### config.mk
export PLATFORM = sky130hd
export DESIGN_NAME = tick_period_meter_flat
export DESIGN_NICKNAME = d
export VERILOG_FILES = /design/src/rtl/tick_period_meter_if.sv /design/src/rtl/tick_period_meter.sv /design/src/flat_wrapper.sv
export SDC_FILE = /design/constraint.sdc
export NUM_CORES = 1
export LEC_CHECK = 0
export BUFFER_PORTS_ARGS = -buffer_cell sky130_fd_sc_hd__buf_4
export CAP_MARGIN = 15
export CORE_ASPECT_RATIO = 0.6
export CORE_MARGIN = 1
export CORE_UTILIZATION = 55
export DETAILED_ROUTE_END_ITERATION = 8
export GPL_TIMING_DRIVEN = 0
export HOLD_SLACK_MARGIN = 0.06
export PLACE_DENSITY = 0.79
export SLEW_MARGIN = 20
export SYNTH_ARGS = -nofsm -noshare
export SYNTH_HDL_FRONTEND = slang
export SYNTH_SLANG_ARGS = --single-unit
### constraint.sdc
create_clock -name clk_in -period 2.2 [get_ports clk_in]
set_input_delay 0.22 -clock clk_in [delete_from_list [all_inputs] [get_ports clk_in]]
set_output_delay 0.22 -clock clk_in [all_outputs]
set_load 0.02 [all_outputs]
### src/rtl/tick_period_meter_if.sv
// Tick-stream measurement bus for tick_period_meter.
//   tick_in  : tick stream (one high cycle per tick), driven by the source
//   k_out    : last measured interval (number of low cycles between ticks)
//   k_valid  : one-cycle strobe, k_out updated
//   overflow : one-cycle strobe, interval exceeded the counter range
//   locked   : stable-period indicator
// Modports: master = tick source / result consumer, slave = the meter.
interface tick_period_meter_if #(
  parameter int BIT_SZ = 16
);
  logic              tick_in;
  logic [BIT_SZ-1:0] k_out;
  logic              k_valid;
  logic              overflow;
  logic              locked;

  modport master (output tick_in, input k_out, k_valid, overflow, locked);
  modport slave  (input tick_in, output k_out, k_valid, overflow, locked);
endinterface

### src/rtl/tick_period_meter.sv
// tick_period_meter: recovers the divider setting k from a tick stream whose
// ticks repeat every k+1 cycles. The first tick arms the block; every later
// tick reports the number of low cycles since the previous tick.
//
// Ports:
//   clk_in : single clock, rising edge
//   rst_n  : synchronous active-low reset
//   bus    : tick_period_meter_if.slave (tick_in in; k_out, k_valid,
//            overflow, locked out)
// Parameters:
//   BIT_SZ   : width of the measured interval
//   LOCK_CNT : consecutive identical measurements needed for locked (2..255)
// Build option:
//   TICK_PERIOD_LOCK_EN : when defined, the lock detector is built; when
//                         undefined, locked is tied to 0.
module tick_period_meter #(
  parameter int BIT_SZ   = 16,
  parameter int LOCK_CNT = 4
) (
  input  logic               clk_in,
  input  logic               rst_n,
  tick_period_meter_if.slave bus
);

  typedef enum logic {IDLE = 1'b0, RUN = 1'b1} state_t;

  localparam logic [BIT_SZ-1:0] GAP_MAX = {BIT_SZ{1'b1}};
  localparam logic [BIT_SZ-1:0] GAP_ONE = {{(BIT_SZ-1){1'b0}}, 1'b1};

  if (LOCK_CNT < 2 || LOCK_CNT > 255) begin : g_lock_cnt_range
    $error("tick_period_meter: LOCK_CNT must be in 2..255");
  end

  state_t            state_q, state_d;
  logic [BIT_SZ-1:0] gap_q, gap_d;
  logic [BIT_SZ-1:0] k_q, k_d;
  logic              k_valid_q, k_valid_d;
  logic              ovf_q, ovf_d;

  always_comb begin
    state_d   = state_q;
    gap_d     = gap_q;
    k_d       = k_q;
    k_valid_d = 1'b0;
    ovf_d     = 1'b0;
    case (state_q)
      IDLE: begin
        // First tick only arms; there is no earlier tick to measure from.
        if (bus.tick_in) begin
          state_d = RUN;
          gap_d   = '0;
        end
      end
      RUN: begin
        if (bus.tick_in) begin
          k_d       = gap_q;
          k_valid_d = 1'b1;
          gap_d     = '0;
        end else if (gap_q == GAP_MAX) begin
          // Counter saturated with no tick: give up and wait to re-arm.
          ovf_d   = 1'b1;
          state_d = IDLE;
          gap_d   = '0;
        end else begin
          gap_d = gap_q + GAP_ONE;
        end
      end
      default: begin
        state_d = IDLE;
        gap_d   = '0;
      end
    endcase
  end

  // Stage p0: measurement registers, outputs visible one cycle after the tick
  always_ff @(posedge clk_in) begin
    if (!rst_n) begin
      state_q   <= IDLE;
      gap_q     <= '0;
      k_q       <= '0;
      k_valid_q <= 1'b0;
      ovf_q     <= 1'b0;
    end else begin
      state_q   <= state_d;
      gap_q     <= gap_d;
      k_q       <= k_d;
      k_valid_q <= k_valid_d;
      ovf_q     <= ovf_d;
    end
  end

  assign bus.k_out    = k_q;
  assign bus.k_valid  = k_valid_q;
  assign bus.overflow = ovf_q;

`ifdef TICK_PERIOD_LOCK_EN
  localparam logic [7:0] LOCK_TGT = 8'(LOCK_CNT);

  logic [7:0] lock_q, lock_d;
  logic       locked_q, locked_d;

  // A zero count means no measurement since arming, so the next one
  // starts a fresh run regardless of the held k_out.
  always_comb begin
    lock_d = lock_q;
    if (ovf_d) begin
      lock_d = '0;
    end else if (k_valid_d) begin
      if (lock_q == 8'd0 || k_d != k_q) begin
        lock_d = 8'd1;
      end else if (lock_q != LOCK_TGT) begin
        lock_d = lock_q + 8'd1;
      end
    end
    locked_d = (lock_d == LOCK_TGT);
  end

  // Stage p0: lock registers, updated alongside k_valid
  always_ff @(posedge clk_in) begin
    if (!rst_n) begin
      lock_q   <= '0;
      locked_q <= 1'b0;
    end else begin
      lock_q   <= lock_d;
      locked_q <= locked_d;
    end
  end

  assign bus.locked = locked_q;
`else
  assign bus.locked = 1'b0;
`endif

endmodule

### src/flat_wrapper.sv
// flat-port wrapper written by rule: the top's interface ports become plain ports
module tick_period_meter_flat 
#(
  parameter int BIT_SZ   = 16,
  parameter int LOCK_CNT = 4
)
  (clk_in, rst_n, bus_tick_in, bus_k_out, bus_k_valid, bus_overflow, bus_locked);
  tick_period_meter_if #(.BIT_SZ(BIT_SZ)) bus_i ();
  input  logic clk_in;
  input  logic rst_n;
  input wire logic [$bits(bus_i.tick_in)-1:0] bus_tick_in;
  output wire logic [$bits(bus_i.k_out)-1:0] bus_k_out;
  output wire logic [$bits(bus_i.k_valid)-1:0] bus_k_valid;
  output wire logic [$bits(bus_i.overflow)-1:0] bus_overflow;
  output wire logic [$bits(bus_i.locked)-1:0] bus_locked;
  assign bus_i.tick_in = bus_tick_in;
  assign bus_k_out = bus_i.k_out;
  assign bus_k_valid = bus_i.k_valid;
  assign bus_overflow = bus_i.overflow;
  assign bus_locked = bus_i.locked;
  tick_period_meter #(.BIT_SZ(BIT_SZ), .LOCK_CNT(LOCK_CNT)) u_core (.clk_in(clk_in), .rst_n(rst_n), .bus(bus_i));
endmodule
# After elaboration in Yosys (flattened, before gate mapping)
# Cells that the tools add are included.
[word_totals]
ff_bits = 35
out_inout_bits = 19
[classes]
reduce_logical = 3
addsub = 1
n_bitwise = 2
mux = 9
n_eq_ne = 2
[ops]
columns = ["cell", "n"]
rows = [
  ["2-to-1 mux 16 bit", 3],
  ["one-hot mux 16 bit (2 select lines)", 1],
  ["adder 16 x 1 -> 16 bit, second input constant", 1],
  ["equality test 16 bit, second input constant", 1],
  ["2-to-1 mux 1 bit", 4],
  ["AND reduction 2 bit", 2],
  ["OR reduction 3 bit", 1],
  ["!= test 2 bit, second input constant", 1],
  ["inverter 1 bit", 2],
  ["one-hot mux 1 bit (2 select lines)", 1],
]

# Logic depth before layout (Yosys ltp)
[logic_depth]
word_depth = 4
ltp_mapped = 7
ltp_nobuf = 5

# Worst setup path before layout
# OpenSTA, ideal clock, no wires.
[synth_timing]
kind = "register -> register"
start = "register u_core.gap_q[0]"
end = "register u_core.gap_q[6]"
arrival_time_ns = 1.498
stages_incl_launch_ff = 8
t_required_ns = 2.078
setup_time_ns = 0.122
path_slack_ns = 0.581
path_cell_list = "dfxtp_1 -> ha_1 -> and4_4 -> and4_1 -> buf_4 -> buf_6 -> nor4_1 -> a221o_1"
[synth_between]
elab_chain_len = 4
[synth_rtl]
columns = ["item", "line", "source"]
rows = [
  ["start, declared", "tick_period_meter.sv:35", "logic [BIT_SZ-1:0] gap_q, gap_d;"],
  ["start signal, assigned", "tick_period_meter.sv:85", "gap_q <= gap_d;"],
  ["adder 16 x 1 -> 16 bit / equality test 16 bit (equally long branches)", "tick_period_meter.sv:65, tick_period_meter.sv:59", ""],
  ["2-to-1 mux 16 bit (*)", "tick_period_meter.sv:59", "end else if (gap_q == GAP_MAX) begin"],
  ["2-to-1 mux 16 bit (*)", "tick_period_meter.sv:55", "if (bus.tick_in) begin"],
  ["one-hot mux 16 bit (2 select lines) (*)", "tick_period_meter.sv:46", "case (state_q)"],
]
# Every way passes the cells marked *; elsewhere a longest branch is shown, timed or not.
# A chain may end at the register's enable or synchronous reset.

# Worst setup path in the final report
# Ends and elaborated chain as after synthesis.

==> results.json <==
{
  "status": "completed",
  "ys_ff_latch": 35,
  "synthTopCellsByCount": "39 x nand2_1, 35 x dfxtp_1, 15 x a21boi_0",
  "crit_required_ns": 2.38,
  "fin_total_pwr_w": 0.00138,
  "synth_top_flop_cell": "dfxtp_1",
  "syn-cell-area_mm2": 0.00154,
  "viasPerCell": 5.75,
  "drt-pass1-iter-count": 4,
  "cp_max_fo": 10,
  "drt-total-wl_um": 3470,
  "dp_hpwl_um": 2460,
  "async_reset_ff_frac": 0,
  "cts_buffers": 5,
  "worstPathArrival_ns": 2.01,
  "grt_use_met1": 0.361,
  "yosysMostFrequentCell": "nand2_1",
  "grt_setup_unrepaired": "no",
  "row_count": 14,
  "grt_first_pass_wirelength_um": 5730,
  "met3_usage": 0.0879,
  "final_nets": 207,
  "busiest_layer": "met2",
  "synthCells": 176,
  "finalSetupViolations": 0,
  "whs_ns": 0.188,
  "synth_cell_type_count": 38,
  "die_x_um": 70.4,
  "initial_core_util": 0.600,
  "stdcell_count": 236,
  "synth_area_leaders": "dfxtp_1 45%, nand2_1 9.5%, a21boi_0 7.3%",
  "yosys.area.top_type": "dfxtp_1",
  "cap_violations": 0,
  "antenna_found_initial": 0,
  "portBuffers": 20,
  "worstMarginPinSlew_ns": 0.673,
  "tns_ns": 0,
  "syn_nets": 180,
  "postCtsSetupRepairBufs": 0,
  "period_minus_slack_ns": 1.82,
  "hold_viol_final": 0,
  "drv_slew": 0,
  "dp_cells": 228,
  "grt.met2_usage": 0.370,
  "path_class": "flip-flop to flip-flop",
  "syn_area_per_cell_um2": 8.77,
  "yosysWarningCount": 0,
  "drcViolationCount": 0,
  "gr-usage-all-layers": 0.259,
  "routabilityCongestion": 0.858,
  "finalCritPeriodShare": 0.829,
  "yosysSeqAreaShare": 0.454,
  "peakVddDrop_mv": 0.573,
  "grt_overflow_total": 0,
  "routedWlPerCell_um": 14.7,
  "drt_first_iter_violations": 120,
  "fin_util": 0.725,
  "cts_resized": 0,
  "end_kind": "flip-flop",
  "antenna_left": 0,
  "root_buffer": "clkbuf_8",
  "ioPinCount": 22,
  "cellPowerDensity_mw_per_mm2": 741,
  "cts_tree": "yes",
  "grt_max_degree": 12,
  "postCtsHoldBufs": 0,
  "grt_pass1_vias": 1185,
  "die_area_mm2": 0.00303,
  "cts.sinks": 35,
  "synth_top_area_share": 0.454,
  "core_mm2": 0.00257,
  "clk_pin_slew_ns": 0.07,
  "synth_edf_count": 0,
  "die_h_um": 43.0,
  "start_kind": "flip-flop",
  "cts_max_level": 2,
  "maxSlewHeadroom": 0.550,
  "syn_to_final_growth_pct": 20.9,
  "leakage_nw": 0.683,
  "clk_latency_ns": 0.29,
  "fmax_mhz": 548,
  "antenna_cells": 0,
  "vias": 1356,
  "layout-drive-gt1-share": 0.176,
  "min_path_type": "input port to flip-flop",
  "skew_ns": 0.00399,
  "clockBufferDepth": 2
}
[cells by family (layout without fill, tap and decap cells)]
family	count (synthesis)	count (layout)	synth area share
fa+ha+maj	1	1	0.00810
buf+inv	11	39	0.0381
other cells	1	1	0.00243
flops	35	35	0.454
xor+xnor	5	5	0.0284
compound gates	35	35	0.168
simple gates	88	88	0.301
[state kept, by name, summed over array words and instances, names as in the netlist]
register and cells:
u_core.bus.overflow 1, u_core.bus.k_out 16, u_core.gap_q 16, u_core.state_q 1, u_core.bus.k_valid 1
[worst max-delay path, cell delays in order, from the launching register on]
cell,delay [ns]
dfxtp_1,0.45
ha_1,0.24
and4_4,0.27
and4_1,0.17
buf_4,0.14
buf_6,0.14
nor4_1,0.06
a221o_1,0.26
[area by class of cell]
cell class,instances,area (um2)
Sequential cell,35,701
Tap cell,32,40.0
Multi-Input combinational cell,130,785
Buffer,11,58.8
Clock buffer,6,72.6
Fill cell,206,708
Timing Repair Buffer,20,150
Clock inverter,2,60.1
[cell usage in the layout, fill, tap and decap left out, drive strengths merged, types with 3 or more instances in the layout]
master / count
nor2: 4
a221o: 3
a21oi: 4
nand4: 5
a21boi: 16
and2: 5
xor2: 3
o22a: 3
nor3b: 4
o21ai: 4
clkbuf: 12
nor3: 3
nor4: 3
buf: 25
nand2: 39
dfxtp: 35
and4: 7
nand3: 5
nand2b: 3
[per-stage QoR]
stage	setup slack (ns)	cell area, um2
floorplan	0.581	1540
global placement	0.445	1730
detailed placement	0.424	1730
CTS	0.408	1870
global route	0.272	1870
finish	0.375	1870
[per-layer routing]
layer | up-vias | routed length [um]
li1 | 674 | -
met1 | 629 | 1640
met2 | 48 | 1480
met3 | 5 | 307
met4 | 0 | 39
met5 | - | 0
[power breakdown]
group / switching, W / internal, W
clock network: 0.000237 / 0.000453
registers: 0.00000497 / 0.000636
logic: 0.0000331 / 0.0000188
[worst paths after layout]
check | slack (ns) | from | depth (start not counted) | to
setup / recovery | 0.38 | u_core.gap_q[0] | 7 | u_core.gap_q[6]
hold reg to reg | 0.47 | u_core.bus.k_out[1] | 2 | u_core.bus.k_out[1]
setup reg to reg | 0.38 | u_core.gap_q[0] | 7 | u_core.gap_q[6]
hold / removal | 0.19 | bus_tick_in | 2 | u_core.state_q
Power figures use the tool's default switching activity.
